`config.mk`:
```
export PLATFORM = sky130hd
export DESIGN_NAME = wbc_kw11l_flat
export DESIGN_NICKNAME = d
export VERILOG_FILES = /design/src/rtl/wbc_kw11l_if.sv /design/src/rtl/wbc_kw11l.sv /design/src/flat_wrapper.sv
export SDC_FILE = /design/constraint.sdc
export NUM_CORES = 1
export LEC_CHECK = 0
export CORE_AREA = 2 2 41 58
export CTS_BUF_LIST = sky130_fd_sc_hd__clkbuf_8
export CTS_CLUSTER_DIAMETER = 40
export CTS_CLUSTER_SIZE = 12
export DETAILED_ROUTE_END_ITERATION = 8
export DIE_AREA = 0 0 43 60
export GPL_ROUTABILITY_DRIVEN = 1
export MAX_ROUTING_LAYER = met4
export PLACE_DENSITY = 0.8
export SLEW_MARGIN = 25
export SYNTH_ARGS = -nofsm -noshare
export SYNTH_HDL_FRONTEND = slang
export SYNTH_SLANG_ARGS = --single-unit
```
`constraint.sdc`:
```
create_clock -name sys_clk -period 1 [get_ports sys_clk]
set_input_delay 0.3 -clock sys_clk [delete_from_list [all_inputs] [get_ports sys_clk]]
set_output_delay 0.3 -clock sys_clk [all_outputs]
set_load 0.01 [all_outputs]
```
`src/rtl/wbc_kw11l_if.sv`:
```
// Bus-side bundle for the KW11-L line clock.
// It carries the Wishbone slave port and the interrupt request/acknowledge pair.
interface wbc_kw11l_if;
   logic        wb_cyc_i;
   logic        wb_stb_i;
   logic        wb_we_i;
   logic [1:0]  wb_sel_i;
   logic [15:0] wb_dat_i;
   logic [15:0] wb_dat_o;
   logic        wb_ack_o;
   logic        irq_o;
   logic        iack_i;
   logic [8:0]  ivec_o;

   modport slave (
      input  wb_cyc_i, wb_stb_i, wb_we_i, wb_sel_i, wb_dat_i, iack_i,
      output wb_dat_o, wb_ack_o, irq_o, ivec_o
   );

   modport master (
      output wb_cyc_i, wb_stb_i, wb_we_i, wb_sel_i, wb_dat_i, iack_i,
      input  wb_dat_o, wb_ack_o, irq_o, ivec_o
   );
endinterface

```
`src/rtl/wbc_kw11l.sv`:
```
// KW11-L compatible line-time clock: it detects rising edges of the 50 Hz tick,
// keeps the MON/IE CSR, and holds a single vectored interrupt request.
module wbc_kw11l #(
   parameter logic [8:0] VECTOR = 9'o100
) (
   input  logic sys_clk,
   input  logic sys_rst_n,
   input  logic sys_init,
   input  logic tick_i,
   input  logic lks_ena,
   wbc_kw11l_if.slave bus
);

   logic        tick_q;
   logic        mon;
   logic        ie;
   logic        irq;
   logic        ack;
   logic [15:0] rdata;

   logic access;
   logic csr_wr;
   logic tick_ev;

   assign access  = bus.wb_cyc_i & bus.wb_stb_i & ~ack;
   assign csr_wr  = access & bus.wb_we_i & bus.wb_sel_i[0];
   assign tick_ev = tick_i & ~tick_q & lks_ena;

   // tick_q resets high so a tick level already present at reset release is not an edge.
   always_ff @(posedge sys_clk or negedge sys_rst_n) begin
      if (!sys_rst_n) begin
         tick_q <= 1'b1;
         mon    <= 1'b0;
         ie     <= 1'b0;
         irq    <= 1'b0;
         ack    <= 1'b0;
         rdata  <= 16'h0000;
      end else if (sys_init) begin
         tick_q <= tick_i;
         mon    <= 1'b0;
         ie     <= 1'b0;
         irq    <= 1'b0;
         ack    <= 1'b0;
         rdata  <= 16'h0000;
      end else begin
         tick_q <= tick_i;
         ack    <= access;
         rdata  <= access ? {8'b0, mon, ie, 6'b0} : 16'h0000;

         if (tick_ev)
            mon <= 1'b1;
         else if (csr_wr && !bus.wb_dat_i[7])
            mon <= 1'b0;

         if (csr_wr)
            ie <= bus.wb_dat_i[6];

         // Disabling IE beats a new tick, and a new tick beats an acknowledge.
         if (csr_wr && !bus.wb_dat_i[6])
            irq <= 1'b0;
         else if (tick_ev && ie)
            irq <= 1'b1;
         else if (bus.iack_i)
            irq <= 1'b0;
      end
   end

   assign bus.wb_ack_o = ack;
   assign bus.wb_dat_o = rdata;
   assign bus.irq_o    = irq;
   assign bus.ivec_o   = VECTOR;

endmodule

```
`src/flat_wrapper.sv`:
```
// flat-port wrapper written by rule: the top's interface ports become plain ports
module wbc_kw11l_flat 
#(
   parameter logic [8:0] VECTOR = 9'o100
)
  (sys_clk, sys_rst_n, sys_init, tick_i, lks_ena, bus_wb_cyc_i, bus_wb_stb_i, bus_wb_we_i, bus_wb_sel_i, bus_wb_dat_i, bus_iack_i, bus_wb_dat_o, bus_wb_ack_o, bus_irq_o, bus_ivec_o);
  wbc_kw11l_if bus_i ();
  input  logic sys_clk;
  input  logic sys_rst_n;
  input  logic sys_init;
  input  logic tick_i;
  input  logic lks_ena;
  input wire logic [$bits(bus_i.wb_cyc_i)-1:0] bus_wb_cyc_i;
  input wire logic [$bits(bus_i.wb_stb_i)-1:0] bus_wb_stb_i;
  input wire logic [$bits(bus_i.wb_we_i)-1:0] bus_wb_we_i;
  input wire logic [$bits(bus_i.wb_sel_i)-1:0] bus_wb_sel_i;
  input wire logic [$bits(bus_i.wb_dat_i)-1:0] bus_wb_dat_i;
  input wire logic [$bits(bus_i.iack_i)-1:0] bus_iack_i;
  output wire logic [$bits(bus_i.wb_dat_o)-1:0] bus_wb_dat_o;
  output wire logic [$bits(bus_i.wb_ack_o)-1:0] bus_wb_ack_o;
  output wire logic [$bits(bus_i.irq_o)-1:0] bus_irq_o;
  output wire logic [$bits(bus_i.ivec_o)-1:0] bus_ivec_o;
  assign bus_i.wb_cyc_i = bus_wb_cyc_i;
  assign bus_i.wb_stb_i = bus_wb_stb_i;
  assign bus_i.wb_we_i = bus_wb_we_i;
  assign bus_i.wb_sel_i = bus_wb_sel_i;
  assign bus_i.wb_dat_i = bus_wb_dat_i;
  assign bus_i.iack_i = bus_iack_i;
  assign bus_wb_dat_o = bus_i.wb_dat_o;
  assign bus_wb_ack_o = bus_i.wb_ack_o;
  assign bus_irq_o = bus_i.irq_o;
  assign bus_ivec_o = bus_i.ivec_o;
  wbc_kw11l #(.VECTOR(VECTOR)) u_core (.sys_clk(sys_clk), .sys_rst_n(sys_rst_n), .sys_init(sys_init), .tick_i(tick_i), .lks_ena(lks_ena), .bus(bus_i));
endmodule
```
==> impl_metrics.py, run 1 <==
metrics = {
    "floorplan": {
        "std_cell_rows": 20,
        "die_h_um": 60,
        "die_x_um": 43,
        "dieArea_sq_mm": 0.00258,
        "start_util": 0.221,
        "core_sq_mm": 0.00210,
        "io_pins": 54,
    },
    "grt": {
        "grt_max_degree": 8,
        "grt_overflow": 0,
        "grtUsageTotal": 0.0689,
        "grt_pass1_wl_mm": 1.15,
        "antenna_found_initial": 0,
        "grt_pass1_vias": 273,
    },
    "sta": {
        "max_freq_mhz": 912,
        "rsz0062_at_grt": "yes",
        "clock_skew_ps": 2.15,
        "finalSetupViolCount": 8,
        "min_period_ps": 1100,
        "hold_viol": 0,
        "setup_ws_ps": -95.9,
        "hold_slack_ps": 341,
        "drv_slew": 0,
        "final.period_utilization": 1.10,
    },
    "power_and_ir_drop": {
        "pwr_density_cell_mw_per_mm2": 1310,
        "p_leak_uw": 0.000320,
        "ir_worst_vdd_v": 0.000417,
    },
    "flow_run": {
        "maxCapViolCount": 0,
    },
    "logic_synthesis": {
        "synth_cell_types": 15,
        "synth_seq_cells": 7,
        "synth_most_common_cell": "buf_4",
        "syn_area_sq_um": 464,
        "ys_top_cells_by_area": "buf_4 37%, dfrtp_1 32%, dfstp_2 5.7%, nand3b_4 4.3%, and2_1 2.7%",
        "synth.yosys.seq_area_share": 0.380,
        "ys_warn_count": 0,
        "syn-mean-instance-area_sq_um": 9.88,
        "yosys.area.top_type_share": 0.372,
        "synth_ff_type": "dfrtp_1",
        "yosysTopAreaCell": "buf_4",
        "yosys-top-cells-count": "23 x buf_4, 6 x dfrtp_1, 3 x nor2_1",
        "synthCells": 47,
        "ys_async_sr_fraction": 1.00,
        "synth_edf_count": 0,
    },
    "drt": {
        "dr_wl_met3_um": 114,
        "firstDrtPassIters": 4,
        "met1_length_um": 270,
        "wl_met2_um": 404,
        "drtIter0Drc": 1,
        "antenna_left": 0,
        "drcViolationCount": 0,
        "wl_per_cell_um": 9.11,
        "vias": 307,
        "via_per_inst": 3.45,
        "top_layer": "met4",
        "routed_wl_um": 811,
    },
    "clocking": {
        "hold_buffers": 0,
        "worstSkewPairLatency_ps": 230,
        "cts_tree": "yes",
        "clockBufferDepth": 2,
        "clock_sinks": 7,
        "cts-root-buf": "clkbuf_8",
        "clkTransAtPathRegs_ps": 40,
        "h-tree-depth": 1,
        "post_cts_buffers": 0,
        "cts_buffers": 3,
    },
    "placed_design": {
        "port_buffers": 15,
        "dp_hpwl_um": 649,
        "pre_cts_slack_ps": -371,
        "place.gp.congestion": 0.659,
    },
    "setup_path": {
        "path_max_fanout": 4,
        "worstPathRequired_ps": 1100,
        "reg2reg_slack_ps": -100,
        "rr_worst_depth": 3,
        "crit_type": "flip-flop to flip-flop",
        "rr_endpoint": "u_core.bus.irq_o",
        "arrival_ps": 1200,
        "crit_path_end_kind": "flip-flop",
        "startpoint_type": "flip-flop",
        "crit-reg2reg-launch": "u_core.bus.wb_ack_o",
    },
    "layout": {
        "n_antenna_cell": 0,
        "syn_to_final_growth_pct": 31.0,
        "nFillCells": 233,
        "nNetsFinal": 95,
        "drive_above_1_share": 0.239,
    },
    "worst_hold_path": {
        "hp-class": "input pin to async pin",
    },
    "run_status": {
        "violations": "setup timing",
        "status": "finished with violations",
    },
}
worst max-delay path, stage by stage (launching register included):
cell and delay (ps):
dfrtp_1 370, buf_4 130, nand3b_4 180, o32a_1 300
worst max-delay path by stage:
stage | start | endpoint | slack (ps) | depth (start not counted)
floorplan | u_core.bus.wb_ack_o | u_core.bus.irq_o | -3 | 2
global placement | bus_wb_stb_i | u_core.bus.irq_o | -350 | 3
detailed placement | bus_wb_stb_i | u_core.bus.irq_o | -370 | 3
CTS | u_core.bus.wb_ack_o | u_core.ie | -80 | 4
global route | bus_wb_we_i | u_core.bus.irq_o | -130 | 3
finish | u_core.bus.wb_ack_o | u_core.bus.irq_o | -100 | 3
metrics by stage:
stage | power [uW] | cell area (sq um) | util | TNS [ps] | cells
floorplan | 421 | 543 | - | -3.35 | 68
global placement | 419 | 571 | 0.271 | -2180 | 85
detailed placement | 422 | 571 | 0.271 | -2520 | 85
CTS | 805 | 598 | 0.285 | -447 | 89
global route | 844 | 608 | 0.289 | -716 | 89
finish | 799 | 608 | 0.289 | -293 | 89
sequential cells by signal, summed over array words and instances (netlist names):
signal,count
u_core.ie,1
u_core.mon,1
u_core.bus.wb_ack_o,1
u_core.tick_q,1
u_core.bus.wb_dat_o,2
u_core.bus.irq_o,1
metal layers:
metal	up-vias	GRT usage
li1	142	-
met3	2	0.0363
met5	-	-
met1	136	0.0571
met2	27	0.108
met4	0	0.0649
where the power goes:
part           internal [uW]  switching, uW
registers                293           3.18
clock network            265            115
logic                   49.9           72.0
logic make-up (layout without fill, tap and decap cells):
group / count (synthesis) / count (layout) / share of synthesized area
AOI/OAI and AO/OA: 3 / 3 / 0.0485
buffers and inverters: 23 / 22 / 0.372
DFF: 7 / 7 / 0.380
muxes: 1 / 1 / 0.0216
other: 2 / 23 / 0.0162
and+or+nand+nor: 11 / 11 / 0.162
layout by cell type, fill, tap and decap left out:
master           instances
clkdlybuf4s50_1          7
and2_1                   2
o31ai_2                  1
dfstp_2                  1
nand2_2                  1
conb_1                  23
nor2_2                   1
dlygate4sd2_1            4
inv_1                    1
nor3b_1                  1
mux2i_1                  1
nand2b_1                 2
o32a_1                   1
nand3b_4                 1
nor2_4                   1
dfrtp_1                  6
buf_2                    4
clkbuf_8                 3
nor2_1                   1
a21oi_1                  1
nand3b_1                 1
buf_4                    3
timing repair:
action / in CTS / in global routing
endpoints found under the setup margin: 9 / 10
gates resized for setup: 22 / 3
pin swaps: 3 / 2
layout make-up:
| class | count | area (sq um) | area share |
|---|---|---|---|
| clock inverters | 1 | 3.75 | 0.00617 |
| repair buffers | 18 | 148 | 0.243 |
| multi-input cells | 38 | 211 | 0.348 |
| flip-flops and latches | 7 | 176 | 0.290 |
| clock buffers | 3 | 41.3 | 0.0679 |
| well taps | 22 | 27.5 | 0.0453 |
No activity file was read; power rests on OpenSTA's default activity.
==> run 2, diff against run 1 <==
--- a/config.mk
+++ b/config.mk
@@ -5,15 +5,15 @@
 export SDC_FILE = /design/constraint.sdc
 export NUM_CORES = 1
 export LEC_CHECK = 0
-export CORE_AREA = 2 2 41 58
+export CORE_AREA = 2 2 47 49
 export CTS_BUF_LIST = sky130_fd_sc_hd__clkbuf_8
 export CTS_CLUSTER_DIAMETER = 40
 export CTS_CLUSTER_SIZE = 12
 export DETAILED_ROUTE_END_ITERATION = 8
-export DIE_AREA = 0 0 43 60
+export DIE_AREA = 0 0 49 51
 export GPL_ROUTABILITY_DRIVEN = 1
 export MAX_ROUTING_LAYER = met4
-export PLACE_DENSITY = 0.8
+export PLACE_DENSITY = 0.82
 export SLEW_MARGIN = 25
 export SYNTH_ARGS = -nofsm -noshare
 export SYNTH_HDL_FRONTEND = slang
==> run 2 against run 1 <==
Maximum frequency grew 5.5%. Utilization rose by 1.3 points. The flow still finishes with violations (setup timing). Combinational power is 5% lower. Clock-buffer cell count is the same. Worst setup slack better by 57 ps. Die area is 3.1% lower.
==> impl_metrics.py, run 2 (same netlist as run 1, synthesis figures left out) <==
metrics = {
    "clocking": {
        "worstSkewPairLatency_ps": 220,
        "cts-root-buf": "clkbuf_8",
        "cts_buffers": 3,
        "clockBufferDepth": 2,
        "post_cts_buffers": 0,
        "clkTransAtPathRegs_ps": 40,
        "clock_sinks": 7,
        "cts_tree": "yes",
        "h-tree-depth": 1,
        "hold_buffers": 0,
    },
    "sta": {
        "drv_slew": 0,
        "setup_ws_ps": -39.1,
        "hold_viol": 0,
        "clock_skew_ps": 1.06,
        "max_freq_mhz": 962,
        "finalSetupViolCount": 4,
        "final.period_utilization": 1.04,
        "min_period_ps": 1040,
        "rsz0062_at_grt": "yes",
    },
    "grt": {
        "grt_overflow": 0,
        "grt_pass1_vias": 271,
        "antenna_found_initial": 0,
        "grt_pass1_wl_mm": 1.17,
        "grt_max_degree": 8,
        "grtUsageTotal": 0.0674,
    },
    "power_and_ir_drop": {
        "finalPower_uw": 797,
        "pwr_density_cell_mw_per_mm2": 1280,
        "p_leak_uw": 0.000328,
        "ir_worst_vdd_v": 0.000743,
    },
    "drt": {
        "drtIter0Drc": 3,
        "wl_per_cell_um": 7.61,
        "antenna_left": 0,
        "vias": 301,
        "via_per_inst": 3.24,
        "firstDrtPassIters": 4,
        "routed_wl_um": 708,
        "drcViolationCount": 0,
    },
    "layout": {
        "largest_reg_flops": 2,
        "nFillCells": 217,
        "n_antenna_cell": 0,
        "nNetsFinal": 93,
        "design_area_sq_um": 623,
        "drive_above_1_share": 0.215,
        "syn_to_final_growth_pct": 34.2,
        "fin_util": 0.302,
        "final_cell_mix": "23 x conb_1, 6 x dfrtp_1, 5 x clkdlybuf4s50_1, 5 x dlygate4sd2_1, 3 x clkbuf_8",
        "final_common_cell": "conb_1",
    },
    "setup_path": {
        "arrival_ps": 740,
        "path_max_fanout": 2,
        "crit_path_cell_trace": "buf_2",
        "worstPathRequired_ps": 700,
        "crit_family": "flip-flops",
        "slowest_stage": "dfrtp_1",
        "crit_path_end_kind": "output port",
        "cp_num_buf_inv": 1,
        "crit_type": "flip-flop to output port",
        "startpoint_type": "flip-flop",
        "slowest_delay_ps": 370,
    },
    "placed_design": {
        "dpl_cell_area_sq_um": 563,
        "place.gp.congestion": 0.787,
        "dp_hpwl_um": 602,
        "port_buffers": 15,
    },
    "floorplan": {
        "start_util": 0.225,
        "io_pins": 54,
        "die_x_um": 49,
        "std_cell_rows": 17,
        "dieArea_sq_mm": 0.00250,
        "die_h_um": 51,
        "core_sq_mm": 0.00206,
    },
    "run_status": {
        "violations": "setup timing",
        "status": "finished with violations",
    },
    "flow_run": {
        "maxCapViolCount": 0,
    },
    "worst_hold_path": {
        "hp-class": "input pin to flip-flop",
    },
}
[run 2: cell count changes in the layout (fill, tap and decap cells not counted)]
cell / delta
buf_2: -2
buf_4: -2
buf_6: +2
clkdlybuf4s50_1: -2
dlygate4sd2_1: +1
dlymetal6s2s_1: +1
nand2b_1: -1
nand2b_4: +1
nor2_1: +1
nor2_4: -1
o31ai_2: -1
o31ai_4: +1
[run 2: path summary, 6_finish.rpt]
kind                       slack, ps           startpoint                      to  depth (start not counted)
max                              -40     u_core.bus.irq_o               bus_irq_o                          1
min                              220               tick_i           u_core.tick_q                          1
max reg2reg                       30  u_core.bus.wb_ack_o              u_core.mon                          3
min reg2reg                      540           u_core.mon  u_core.bus.wb_dat_o[7]                          1
max in group asynchronous        370            sys_rst_n           u_core.tick_q                          1
min in group asynchronous        340            sys_rst_n               u_core.ie                          1
[run 2: repair_timing]
item	CTS	global route
endpoints found under the setup margin	9	7
pin swaps	2	2
resized for setup	23	6
hold endpoints to repair	0	0
[run 2: power breakdown]
| group | internal, uW | leakage [uW] | switching, uW |
|---|---|---|---|
| Sequential | 293 | 0.0000933 | 3.92 |
| Combinational | 46.1 | 0.000208 | 70.1 |
| Clock | 265 | 0.0000269 | 118 |
[run 2: layer usage]
metal  GRT usage  wire, um  vias up
met3      0.0526       106        2
li1            -         -      139
met2      0.0868       303       26
met5           -         0        -
met4      0.0286        10        0
met1      0.0761       287      134
[run 2: final cells by class]
| class | instances | area (sq um) | share of cell area |
|---|---|---|---|
| multi-input cells | 38 | 220 | 0.353 |
| flip-flops and latches | 7 | 176 | 0.283 |
| repair buffers | 16 | 146 | 0.235 |
| clock buffers | 3 | 41.3 | 0.0663 |
| well taps | 28 | 35.0 | 0.0562 |
| clock inverters | 1 | 3.75 | 0.00602 |
[run 2: worst register-to-register path, cell delays in order (launching register included)]
cell and delay (ps):
dfrtp_1 370, nand3b_4 190, o31ai_4 220, a21oi_1 80
[run 2: stage by stage]
stage                     cells  hold WS (ps)  setup WS, ps  setup TNS (ps)
final                        93           222         -39.1           -83.5
after detailed placement     89           466          -380           -2340
after floorplan              68          4.41         -3.35           -3.35
after global routing         93           214         -57.6            -174
after global placement       89           465          -351           -2150
after CTS                    93           345         -43.5            -117
==> patch (flow settings as in run 1) <==
Make the reset (`sys_rst_n`) synchronous in one clocked block.
--- a/src/rtl/wbc_kw11l.sv
+++ b/src/rtl/wbc_kw11l.sv
@@ -28,5 +28,5 @@
 
    // tick_q resets high so a tick level already present at reset release is not an edge.
-   always_ff @(posedge sys_clk or negedge sys_rst_n) begin
+   always_ff @(posedge sys_clk) begin
       if (!sys_rst_n) begin
          tick_q <= 1'b1;
Check against the original RTL: differs if sys_rst_n is asserted again (counterexample within 4 cycles, from zero or initial values and one cycle with sys_rst_n low); with sys_rst_n held inactive, the same outputs for 10 cycles.
==> patch against run 1 <==
Global-route usage decreased by 0.14 points. First-iteration DRC count increased to 7.0 times the old value. Critical endpoint is now bus_wb_ack_o. Total power decreased by 2.6%. Largest cell class unchanged. Wire length decreased by 10%. Final area decreased by 0.62%. Worst setup slack improved by 0.14 ns. Sequential cell count unchanged. Area after synthesis increased by 1.9%.
==> patch: results (changes against run 1) <==
| Metric | Value |
|---|---|
| Status | completed |
| RePlAce Congestion | 0.627 (-4.9%) |
| Complex-gate fraction of the synthesized area | 5.82% (+0.97 points) |
| Leakage | 0.000308 uW (-3.7%) |
| Setup crit end | bus_wb_ack_o |
| Reg-to-reg slack, setup | 0.09 ns (+0.19 ns) |
| First-pass GRT wire length | 1230 microns (+7.2%) |
| Worst hold slack | 0.396 ns (+0.0541 ns) |
| Pwr per Cell Area | 1290 mW/mm^2 (-2.0%) |
| All-layer global routing usage | 6.75% (-0.14 points) |
| Via count | 322 (+4.9%) |
| Starting DRT DRC Count | 7 (+6) |
| Placement Cell Area | 579 sq um (+1.5%) |
| Final WS setup | 0.0399 ns (+0.136 ns) |
| Largest net degree at the start of global routing | 5 (-3) |
| Drt wl/cell | 7.74 microns (-15%) |
| Share of layout cells above drive strength 1 | 29.2% (+5.3 points) |
| Layout fillers | 231 (-0.86%) |
| Synth cell types | 18 (+3) |
| Sequential-to-total area share from yosys stat | 29.6% (-8.4 points) |
| Largest stage delay on the critical path | 0.31 ns (-0.06 ns) |
| CP Launch Point | u_core.bus.wb_ack_o$_SDFF_PP0_ |
| Area delta synth->final | 27.8% |
| Top post-synthesis cells by area | buf_4 37%, dfxtp_1 30%, nor3_4 6.9% |
| Mapped Cells | 52 (+11%) |
| Most frequent cells after synthesis | 23 x buf_4, 7 x dfxtp_1, 3 x nand2_1 |
| RR Endpoint | u_core.ie$_SDFFE_PP0P_ |
| Post-synth top flop | dfxtp_1 |
| Worst Path Arrival | 0.66 ns (-0.54 ns) |
| Hold Crit Class | in2reg |
| Mux cell area share after synthesis | 2.12% (-0.040 points) |
==> patch: changes by cell type in the layout (fill, tap and decap cells not counted), moves of 4 or more <==
cell,change
clkdlybuf4s50_1,-4
dlygate4sd2_1,+4
dfxtp_1,+5
dfrtp_1,-6
==> patch: power by group <==
part / switching, uW / total [uW] / internal [uW]
clock network: 113 / 377 / 265
registers: 1.42 / 286 / 285
logic: 67.2 / 114 / 47.0
total: 181 / 778 / 596
==> patch: timing repair <==
action / 4_1_cts / 5_1_grt
setup endpoints to repair: 9 / 3
pin swaps: 7 / 1
gates resized for setup: 27 / 2
setup buffers: 0 / 0
==> patch: cell type report <==
type                    count  share of cell area, %
clock buffers               3                   6.83
clock inverters             1                  0.621
inverters                   1                  0.621
multi-input cells          42                   40.2
flip-flops and latches      7                   23.6
well taps                  22                   4.55
repair buffers             18                   23.6
==> patch: per-layer routing <==
metal | global-route usage, % | routed length, microns
met1 | 7.31 | 292
met2 | 10.2 | 317
met4 | 3.90 | 8
met3 | 3.02 | 109
met5 | - | 0
